## src/rtl/ascon_perm_ctrl.sv

```systemverilog
// Control FSM for the ASCON-128 permutation/XOR datapath: init, AD absorption, data, finalization.
// Optional abort input is compiled in when ASCON_CTRL_ABORT_EN is defined.
module ascon_perm_ctrl #(
    parameter int unsigned NB_ROUNDS_A = 12,
    parameter int unsigned NB_ROUNDS_B = 6,
    parameter int unsigned CNT_W       = 8
) (
    input  logic             clk_i,
    input  logic             rst_i,
    input  logic             start_i,
    input  logic             decrypt_i,
    input  logic [CNT_W-1:0] nb_ad_blocks_i,
    input  logic [CNT_W-1:0] nb_data_blocks_i,
    input  logic             data_valid_i,
`ifdef ASCON_CTRL_ABORT_EN
    input  logic             abort_i,
`endif
    output logic             data_ready_o,
    output logic             busy_o,
    output logic             done_o,
    output logic             sel_mux_perm_o,
    output logic             sel_muxData_perm_o,
    output logic [3:0]       round_o,
    output logic             write_enable_data_o,
    output logic             write_enable_cipher_o,
    output logic             write_enable_tag_o,
    output logic             en_xor_begin_data_o,
    output logic             en_xor_begin_key_o,
    output logic             en_xor_end_lsb_o,
    output logic             en_xor_end_key_o
);

    localparam int unsigned RC_W = 4;

    localparam logic [2:0] S_IDLE      = 3'd0;
    localparam logic [2:0] S_INIT      = 3'd1;
    localparam logic [2:0] S_WAIT_AD   = 3'd2;
    localparam logic [2:0] S_AD        = 3'd3;
    localparam logic [2:0] S_WAIT_DATA = 3'd4;
    localparam logic [2:0] S_DATA      = 3'd5;
    localparam logic [2:0] S_FINAL     = 3'd6;
    localparam logic [2:0] S_DONE      = 3'd7;

    localparam logic [RC_W-1:0] RC_LAST_A = RC_W'(NB_ROUNDS_A - 1);
    localparam logic [RC_W-1:0] RC_LAST_B = RC_W'(NB_ROUNDS_B - 1);
    localparam logic [RC_W-1:0] ROUND_OFS = RC_W'(NB_ROUNDS_A - NB_ROUNDS_B);
    localparam logic [CNT_W-1:0] CNT_ONE  = CNT_W'(1);

    logic [2:0]       state_q, state_d;
    logic [RC_W-1:0]  rc_q, rc_d;
    logic [CNT_W-1:0] ad_cnt_q, ad_cnt_d;
    logic [CNT_W-1:0] data_cnt_q, data_cnt_d;
    logic             decrypt_q, decrypt_d;
    logic             ready_q, busy_q, done_q;
    logic             accept;
    logic             abort_w;

`ifdef ASCON_CTRL_ABORT_EN
    assign abort_w = abort_i;
`else
    assign abort_w = 1'b0;
`endif

    assign accept       = data_valid_i & ready_q;
    assign data_ready_o = ready_q;
    assign busy_o       = busy_q;
    assign done_o       = done_q;

    // Next-state and datapath control decode; accept cycles run the first block round.
    always_comb begin
        state_d               = state_q;
        rc_d                  = rc_q;
        ad_cnt_d              = ad_cnt_q;
        data_cnt_d            = data_cnt_q;
        decrypt_d             = decrypt_q;
        sel_mux_perm_o        = 1'b0;
        sel_muxData_perm_o    = 1'b0;
        round_o               = '0;
        write_enable_data_o   = 1'b0;
        write_enable_cipher_o = 1'b0;
        write_enable_tag_o    = 1'b0;
        en_xor_begin_data_o   = 1'b0;
        en_xor_begin_key_o    = 1'b0;
        en_xor_end_lsb_o      = 1'b0;
        en_xor_end_key_o      = 1'b0;

        case (state_q)
            S_IDLE: begin
                if (start_i) begin
                    state_d    = S_INIT;
                    rc_d       = '0;
                    decrypt_d  = decrypt_i;
                    ad_cnt_d   = nb_ad_blocks_i;
                    data_cnt_d = (nb_data_blocks_i == '0) ? CNT_ONE : nb_data_blocks_i;
                end
            end
            S_INIT: begin
                write_enable_data_o = 1'b1;
                sel_mux_perm_o      = (rc_q != '0);
                round_o             = rc_q;
                if (rc_q == RC_LAST_A) begin
                    en_xor_end_key_o = 1'b1;
                    en_xor_end_lsb_o = (ad_cnt_q == '0);
                    state_d          = (ad_cnt_q != '0) ? S_WAIT_AD : S_WAIT_DATA;
                    rc_d             = '0;
                end else begin
                    rc_d = rc_q + RC_W'(1);
                end
            end
            S_WAIT_AD: begin
                if (accept) begin
                    write_enable_data_o = 1'b1;
                    sel_mux_perm_o      = 1'b1;
                    en_xor_begin_data_o = 1'b1;
                    round_o             = ROUND_OFS;
                    rc_d                = RC_W'(1);
                    state_d             = S_AD;
                end
            end
            S_AD: begin
                write_enable_data_o = 1'b1;
                sel_mux_perm_o      = 1'b1;
                round_o             = ROUND_OFS + rc_q;
                if (rc_q == RC_LAST_B) begin
                    en_xor_end_lsb_o = (ad_cnt_q == CNT_ONE);
                    ad_cnt_d         = ad_cnt_q - CNT_ONE;
                    state_d          = (ad_cnt_q > CNT_ONE) ? S_WAIT_AD : S_WAIT_DATA;
                    rc_d             = '0;
                end else begin
                    rc_d = rc_q + RC_W'(1);
                end
            end
            S_WAIT_DATA: begin
                if (accept) begin
                    write_enable_data_o   = 1'b1;
                    write_enable_cipher_o = 1'b1;
                    sel_mux_perm_o        = 1'b1;
                    sel_muxData_perm_o    = decrypt_q;
                    en_xor_begin_data_o   = 1'b1;
                    data_cnt_d            = data_cnt_q - CNT_ONE;
                    rc_d                  = RC_W'(1);
                    // Last block's first round is round 0 of the finalization permutation.
                    if (data_cnt_q == CNT_ONE) begin
                        en_xor_begin_key_o = 1'b1;
                        round_o            = '0;
                        state_d            = S_FINAL;
                    end else begin
                        round_o = ROUND_OFS;
                        state_d = S_DATA;
                    end
                end
            end
            S_DATA: begin
                write_enable_data_o = 1'b1;
                sel_mux_perm_o      = 1'b1;
                round_o             = ROUND_OFS + rc_q;
                if (rc_q == RC_LAST_B) begin
                    state_d = S_WAIT_DATA;
                    rc_d    = '0;
                end else begin
                    rc_d = rc_q + RC_W'(1);
                end
            end
            S_FINAL: begin
                write_enable_data_o = 1'b1;
                sel_mux_perm_o      = 1'b1;
                round_o             = rc_q;
                if (rc_q == RC_LAST_A) begin
                    en_xor_end_key_o   = 1'b1;
                    write_enable_tag_o = 1'b1;
                    state_d            = S_DONE;
                    rc_d               = '0;
                end else begin
                    rc_d = rc_q + RC_W'(1);
                end
            end
            S_DONE: begin
                state_d = S_IDLE;
            end
            default: begin
                state_d = S_IDLE;
                rc_d    = '0;
            end
        endcase

        // Abort wins over everything, including a start in IDLE.
        if (abort_w) begin
            state_d               = S_IDLE;
            rc_d                  = '0;
            ad_cnt_d              = ad_cnt_q;
            data_cnt_d            = data_cnt_q;
            decrypt_d             = decrypt_q;
            sel_mux_perm_o        = 1'b0;
            sel_muxData_perm_o    = 1'b0;
            round_o               = '0;
            write_enable_data_o   = 1'b0;
            write_enable_cipher_o = 1'b0;
            write_enable_tag_o    = 1'b0;
            en_xor_begin_data_o   = 1'b0;
            en_xor_begin_key_o    = 1'b0;
            en_xor_end_lsb_o      = 1'b0;
            en_xor_end_key_o      = 1'b0;
        end
    end

    // State, counters and the state-derived status flags.
    always_ff @(posedge clk_i) begin
        if (rst_i) begin
            state_q    <= S_IDLE;
            rc_q       <= '0;
            ad_cnt_q   <= '0;
            data_cnt_q <= '0;
            decrypt_q  <= 1'b0;
            ready_q    <= 1'b0;
            busy_q     <= 1'b0;
            done_q     <= 1'b0;
        end else begin
            state_q    <= state_d;
            rc_q       <= rc_d;
            ad_cnt_q   <= ad_cnt_d;
            data_cnt_q <= data_cnt_d;
            decrypt_q  <= decrypt_d;
            ready_q    <= (state_d == S_WAIT_AD) || (state_d == S_WAIT_DATA);
            busy_q     <= (state_d != S_IDLE);
            done_q     <= (state_d == S_DONE);
        end
    end

endmodule

```

## config.mk

```make
export PLATFORM = sky130hd
export DESIGN_NAME = ascon_perm_ctrl
export DESIGN_NICKNAME = d
export VERILOG_FILES = /design/src/rtl/ascon_perm_ctrl.sv
export SDC_FILE = /design/constraint.sdc
export NUM_CORES = 1
export LEC_CHECK = 0
export CAP_MARGIN = 10
export CORE_ASPECT_RATIO = 0.5
export CORE_MARGIN = 8
export CORE_UTILIZATION = 47
export CTS_CLUSTER_DIAMETER = 40
export DETAILED_ROUTE_END_ITERATION = 12
export PLACE_DENSITY = 0.84
export SLEW_MARGIN = 0
export SYNTH_ARGS = -nofsm -noshare
export SYNTH_HDL_FRONTEND = slang
export SYNTH_SLANG_ARGS = --single-unit
```

## constraint.sdc

```tcl
create_clock -name clk_i -period 1.95 [get_ports clk_i]
set_input_delay 0.39 -clock clk_i [delete_from_list [all_inputs] [get_ports clk_i]]
set_output_delay 0.39 -clock clk_i [all_outputs]
set_load 0.1 [all_outputs]
```

==> summary by stage, run 1 <==
Power
The worst-case IR drop observed on VDD is 0.450 mV. Power comes to 0.00136 W. The leakage power is 1.21 nW. The power density over the cells is 424 nW/um^2.

Worst setup path
Along the worst path, the maximum fanout reaches 3. The critical path is of the flip-flop to output pin type. Traced cell by cell, the critical path runs through or3_4, or4_4, a21oi_4, buf_12.

STA puts the critical path data arrival time at 1.83 ns. In this design, the stage delay of the slowest critical-path cell is 0.47 ns. The slowest stage of the critical path belongs to the cell or4_4. The required time reported for the critical path endpoint is 1.56 ns. The critical path capture point type is an output pin. The startpoint type of the worst setup path is a flip-flop.

Logic synthesis
The post-synth net total is 296. The register bit total from synthesis is 27. Yosys printed 0 warnings. Sequential cells were found to cover 28.4% of the synthesized design area.

The most used flip-flop cell after synthesis is dfxtp_1. The number of distinct standard cells referenced by the synthesized netlist is 49. The async set-or-reset flop fraction in the synthesized netlist is 0%. The total standard cell area after synthesis is 1900 sq um.

A synthesized cell averages 7.16 sq um. The synthesized design contains 0 enable-type register cells. The number of cells produced by synthesis is 266.

Timing
Across all setup checks in the final design, the least slack found is -0.274 ns. The post-route minimum period is 2.22 ns. The transition time at the pin with the least slew margin is 0.863 ns. The relative slew slack is 41.7%.

The final worst-path cycle share is 114%. Across the routed clock network, the largest skew measured is 0.0120 ns. For this run, the top clock speed supported by timing is 450 MHz. Setup repair after global routing could not meet its margin everywhere. The final setup violation count is 13. The max-slew violation total from the final report is 0. The final count of hold timing violations is 0.

Die
The vertical die dimension is 61.0 microns. The floorplan has 16 rows. The die covers 6470 sq um.

The die width is 106 microns. The total core area is 3900 sq um. For this design the top-level I/O count stands at 37. The initial utilization of the core area, before any placement, comes to 48.8%.

Place
The number of port buffers is 36. The HPWL reported at the end of detailed placement is 4.76 mm. The placer congestion estimate is 0.894.

Layout
In the final design database the tool counted 378 nets. The share of layout cells above drive strength 1 is 40.1%. The antenna diode count is 0.

Leaving out fill and tap cells, the most frequent cell in the layout is buf_4. Once layout is complete, the utilization of the core stands at 82.0%. Relative to the synthesized area, the layout overhead comes to 68.1%. The library cells used most frequently in the layout, excluding fill and tap cells, are buf_4 (50), nor2_1 (30), nand2_1 (29), o21ai_0 (24).

Routing
The detail route stage leaves a number of antenna-violating nets equal to 0. Using the TritonRoute via totals, the vias-per-cell ratio works out to 6.67. The final layout contains routed wiring with a total length of 8.25 mm.

The first detailed-routing pass ran for 5 iterations. After detailed routing, the average wire length per cell comes to 20.6 microns. For this block, the initial DRC count from the detailed router was 275.

Summing over every cut layer, the via total after detailed routing is 2674. After detailed routing, the number of remaining DRC violations is 0.

Outcome
The checks that failed: setup timing. The run finished, with violations left.

Clocking
After clock tree synthesis, the clock-pin slew on the worst setup and hold paths is 0.11 ns. For the worst-skew pair, the clock arrives at the later sink with an insertion delay of 0.29 ns. Buffers inserted during clock tree synthesis total 3. The number of clock sinks is 27. The maximum root-to-sink buffer count is 2.

The number of H-tree levels is 1. TritonCTS built the clock tree. The buffer cell driving the clock tree root is clkbuf_8.

Worst hold path
The kind of path behind the tightest hold check is flip-flop to flip-flop.

GRT
The number of global-route vias before repair came to 2338. The pin count of the biggest net entering global routing is 19. The total overflow left after global routing is 0. The overall global routing resource usage is 21.0%. The initial antenna violation count came to 0. The first global-routing pass estimated 11.3 mm of wire.

Run
The number of maximum-capacitance violations is 0.
==> cells by family after synthesis <==
group	Yosys count	synth area share [%]
AO/OA/AOI/OAI	95	30.6
adder cells (fa/ha/maj)	10	6.44
AND/OR/NAND/NOR	104	27.1
XOR/XNOR	3	1.38
buffers and inverters	27	6.18
flip-flops	27	28.4
==> layout make-up <==
type,instances,area (sq um)
multi-input combinational,212,1520
timing repair buffer,91,947
fill,188,702
sequential,27,564
tap,54,67.6
inverter,13,56.3
clock buffer,3,41.3
clock inverter,1,6.26
==> per-stage QoR <==
stage	worst slack (ns)	hold slack [ns]	std cells	area, sq um	TNS (ns)
floorplan	-0.732	0.437	266	2050	-2.55
global placement	-0.172	0.446	381	2820	-1.50
detailed placement	-0.215	0.460	381	2820	-2.64
CTS	-0.227	0.476	393	3050	-0.908
global route	-0.331	0.559	401	3200	-2.46
finish	-0.274	0.531	401	3200	-1.86
==> critical path, delay by kind of cell (launching register included) <==
| family | cells | cell delay, ns |
|---|---|---|
| flip-flops | 1 | 0.34 |
| buffers and inverters | 1 | 0.19 |
| AO/OA/AOI/OAI | 1 | 0.16 |
| AND/OR/NAND/NOR | 2 | 0.86 |
==> report_power, final <==
group	leakage, nW	internal, W	switching, W
combinational	0.957	0.000178	0.000229
clock	0.0260	0.000147	0.000196
sequential	0.227	0.000577	0.0000304
total	1.21	0.000902	0.000455
==> worst paths after layout <==
check | start | endpoint | slack (ns) | cells past startpoint
hold / removal | rc_q[3] | rc_q[3] | 0.53 | 2
setup / recovery | ad_cnt_q[4] | en_xor_end_lsb_o | -0.27 | 4
setup reg to reg | ad_cnt_q[4] | done_o | -0.20 | 5
hold reg to reg | rc_q[3] | rc_q[3] | 0.53 | 2
==> repair_timing <==
action	CTS	global route
setup endpoints to repair	16	19
hold endpoints to repair	0	0
pin swaps	14	11
buffers inserted	8	8
cloned	0	1
gates resized for setup	39	22
hold buffers	0	0
==> synthesized netlist by cell type, types with 6 or more instances <==
cell | n | area [sq um]
ha_1 | 9 | 113
dfxtp_1 | 27 | 541
nand2_1 | 31 | 116
a211oi_1 | 10 | 75.1
a21oi_1 | 25 | 125
o21ai_0 | 28 | 140
clkbuf_1 | 9 | 33.8
a22oi_1 | 6 | 45.0
inv_1 | 12 | 45.0
nor2_1 | 35 | 131
nor3_1 | 8 | 40.0
==> registers in the layout, summed over array words and instances, names as in the netlist <==
| signal | cells |
|---|---|
| ad_cnt_q | 8 |
| rc_q | 4 |
| busy_o | 1 |
| data_cnt_q | 8 |
| state_q | 3 |
| done_o | 1 |
| data_ready_o | 1 |
| decrypt_q | 1 |
==> metal layers <==
metal / global-route usage [%] / wire length [microns] / vias up / part of all wire [%]
met3: 3.13 / 828 / 70 / 10
met4: 6.73 / 510 / 0 / 6.2
met2: 38.6 / 3780 / 240 / 46
met5: 0 / 0 / - / 0
met1: 25.3 / 3130 / 1228 / 38
li1: - / - / 1136 / -
Power figures use the tool's default switching activity.
==> inputs of run 2 (changes only) <==
Settings changed: SLEW_MARGIN 0 to 20.
==> results of run 2 <==
No change in the layout: final DEF, timing and power equal those of run 1.
==> inputs of run 3 (changes only) <==
Settings changed: CTS_CLUSTER_DIAMETER 40 to 30, SKIP_LAST_GASP set to 1.
==> run 3 against run 2 <==
  * The run still ends with setup timing left
  * Via count rose by 1.8%
  * Utilization did not move
  * Count of clock-buffer cells in the layout did not move
  * First-iteration DRC count rose by 23%
  * Non-clock buffer count rose by 3
  * Final area did not move
  * Sequential cell count did not move
  * Fmax fell by 2.0%
  * Routed wire length rose by 2.4%
  * Critical endpoint unchanged
  * Largest cell class unchanged
  * Largest power group unchanged
==> summary by stage, run 3 (synthesis gave the netlist of run 1 again) <==
Timing
The transition time at the pin with the least slew margin is 0.585 ns (-0.278 ns). Setup repair after global routing could not meet its margin everywhere. The post-route minimum period was 2.27 ns (+0.0464 ns).

The worst clock skew on the final layout is 0.00349 ns (-0.00854 ns). The relative slew slack was 60.7% (+19 points). The final count of hold timing violations came to 0 (unchanged). The highest clock frequency the design can meet is 440 MHz (-2.0%).

The final setup slack of the worst path came to -0.320 ns (-0.0464 ns). The max-slew violation total from the final report is 0 (unchanged). The final setup violation count came to 18 (+5). The final worst-path cycle share is 116% (+2.4 points). The aggregate negative setup slack is -2.60 ns (-0.745 ns).

Outcome
The final reports fail on setup timing. The flow ran to the end, but the final reports show violations.

Die
The placement row count was 16 (unchanged). The top-level I/O count is 37 (unchanged). The die width is 106 microns (unchanged). The vertical die dimension came to 61.0 microns (unchanged). The total core area is 3900 sq um (unchanged). The die outline area came to 6470 sq um (unchanged).

The effective utilization at floorplan is 48.8% (unchanged).

Power
The leakage power was 1.22 nW (+0.97%). The part of the power in the clock network came to 25.8% (+0.5 points). The total design power is 0.00137 W (+0.97%). The fraction of power spent switching nets is 34.1% (+0.56 points). The largest vdd supply drop was 0.463 mV (+2.8%). The power density over the cells was 428 nW/um^2 (+0.97%).

The proportion of power drawn by combinational gates is 29.8% (-0.2 points). The internal power contribution is 0.000904 W (+0.11%). The power spent charging and discharging nets is 0.000467 W (+2.7%). The part of the total power dissipated in sequential elements came to 44.4% (-0.4 points).

Worst setup path
The startpoint type of the worst setup path is a flip-flop. The minimum setup slack among reg-to-reg paths is -0.20 ns (about the same). The slowest cell on the critical path is or4_4. The maximum fanout encountered on the critical timing path came to 3 (unchanged). The stage delay of the slowest cell on the critical path is 0.49 ns (+0.02 ns).

The setup path with the least slack is of type flip-flop to output pin. The critical path capture point type is an output pin. The critical path goes through ha_2, nand3b_1, or4_4, a21oi_4, buf_12.

The number of cells on the worst reg-to-reg path is 6 (+1). The data arrival time at the worst-slack endpoint is 1.88 ns (+0.05 ns). The required time reported for the critical path endpoint is 1.56 ns (about the same). The worst register-to-register path ends at data_ready_o. The worst register-to-register path begins at ad_cnt_q[4].

Routing
The number of vias after detailed routing came to 2723 (+1.8%). The number of design-rule violations left by the first detailed-router iteration is 337 (+23%). The first-pass detailed-route iteration total is 7 (+2).

The final routed DRC violation total is 0 (unchanged). The routed wire length per instance is 20.9 microns (+1.6%). The total wirelength of the detailed-routed design is 8.45 mm (+2.4%). The number of routed nets with antenna violations came to 0 (unchanged). The number of vias per cell after detailed routing is 6.74 (+1.1%).

Place
The placer congestion estimate came to 0.894 (unchanged). The number of port buffers came to 36 (unchanged). The cell area after placement is 2820 sq um (unchanged).

The HPWL reported at the end of detailed placement is 4.76 mm (unchanged).

Layout
The antenna diode count was 0 (unchanged). The largest registers in the layout are ad_cnt_q (8), data_cnt_q (8), rc_q (4). In the layout the commonest cells are buf_4 (55), nor2_1 (30), nand2_1 (29), o21ai_0 (24), a21oi_1 (20).

The final standard cell area without fillers is 3200 sq um (unchanged). The leading cell type in the layout, fill and taps excluded is buf_4. The final core area utilization is 82.0% (unchanged). The growth of design area from synthesis to finish is 68.1% (unchanged). The share of layout cells above drive strength 1 is 40.0% (-0.058 points).

The number of nets in the layout is 381 (+0.79%).

Worst hold path
In this run the worst hold path is classified as flip-flop to flip-flop. The hold path depth was 2 (unchanged). The origin of the worst min-delay path is ad_cnt_q[0]. The hold path endpoint is ad_cnt_q[0].

GRT
The number of global-route vias before repair was 2340 (+0.086%). The pin count of the biggest net entering global routing is 19 (unchanged). The initial antenna violation count was 0 (unchanged). The total congestion overflow is 0 (unchanged).

The overall global routing resource usage is 21.1% (+0.069 points). The first-pass GRT wire length came to 11.2 mm (-0.12%).

Clocking
The TritonCTS buffer count is 3 (unchanged). The clock latency at the later pin of the worst-skew pair is 0.29 ns (about the same). The TritonCTS clock tree is yes. The number of H-tree levels is 1 (unchanged). The clock-pin transition on the worst setup and hold timing paths is 0.10 ns (about the same).

The number of clock sinks is 27 (unchanged). The hold buffer count at cts is 0 (unchanged). The maximum root-to-sink buffer count is 2 (unchanged). The buffer cell driving the clock tree root is clkbuf_8.

Run
The number of maximum-capacitance violations was 0 (unchanged).
[run 3: worst max path at each step]
| stage | from | end | slack [ns] | depth (start not counted) |
|---|---|---|---|---|
| floorplan | state_q[1] | round_o[1] | -0.73 | 5 |
| global placement | data_valid_i | sel_mux_perm_o | -0.17 | 6 |
| detailed placement | data_valid_i | sel_muxData_perm_o | -0.21 | 6 |
| CTS | ad_cnt_q[1] | en_xor_end_lsb_o | -0.23 | 6 |
| global route | rc_q[1] | en_xor_end_lsb_o | -0.41 | 7 |
| finish | rc_q[0] | en_xor_end_lsb_o | -0.32 | 5 |
[run 3: stage by stage]
stage                     hold slack [ns]  setup WS [ns]  std cells
after CTS                           0.476         -0.227        393
after global placement              0.446         -0.172        381
after floorplan                     0.437         -0.732        266
after global routing                0.567         -0.408        404
final                               0.545         -0.320        404
after detailed placement            0.460         -0.215        381
[run 3: area by class of cell]
cell class / instances / area, sq um
well taps: 54 / 67.6
flip-flops and latches: 27 / 562
clock buffers: 3 / 41.3
inverters: 13 / 56.3
clock inverters: 1 / 6.26
fillers: 186 / 702
repair buffers: 94 / 967
multi-input cells: 212 / 1500
[run 3: power groups by stage]
stage	clock network [W]	logic [W]	registers, W
final	0.000353	0.000409	0.000609
after global routing	0.000363	0.000434	0.000610
after CTS	0.000334	0.000370	0.000605
after detailed placement	0	0.000349	0.000614
after global placement	0	0.000334	0.000611
after floorplan	0	0.000191	0.000623
[run 3: worst max-delay path, delay by kind of cell, from the launching register on]
| kind | cells | cell delay (ns) |
|---|---|---|
| buffers and inverters | 1 | 0.19 |
| adder cells (fa/ha/maj) | 1 | 0.21 |
| AO/OA/AOI/OAI | 1 | 0.19 |
| flip-flops | 1 | 0.37 |
| AND/OR/NAND/NOR | 2 | 0.65 |
[run 3: layer usage]
metal | wire, microns | global-route usage [%] | vias up
met5 | 0 | 0 | -
met4 | 614 | 8.12 | 0
met3 | 946 | 3.03 | 89
met2 | 3840 | 39.5 | 247
met1 | 3050 | 24.5 | 1242
li1 | - | - | 1145
[run 3: what timing repair did]
action	4_1_cts	5_1_grt
cloned	0	1
gates resized for setup	36	19
endpoints found under the setup margin	16	23
setup buffers	8	10
pin swaps	13	7
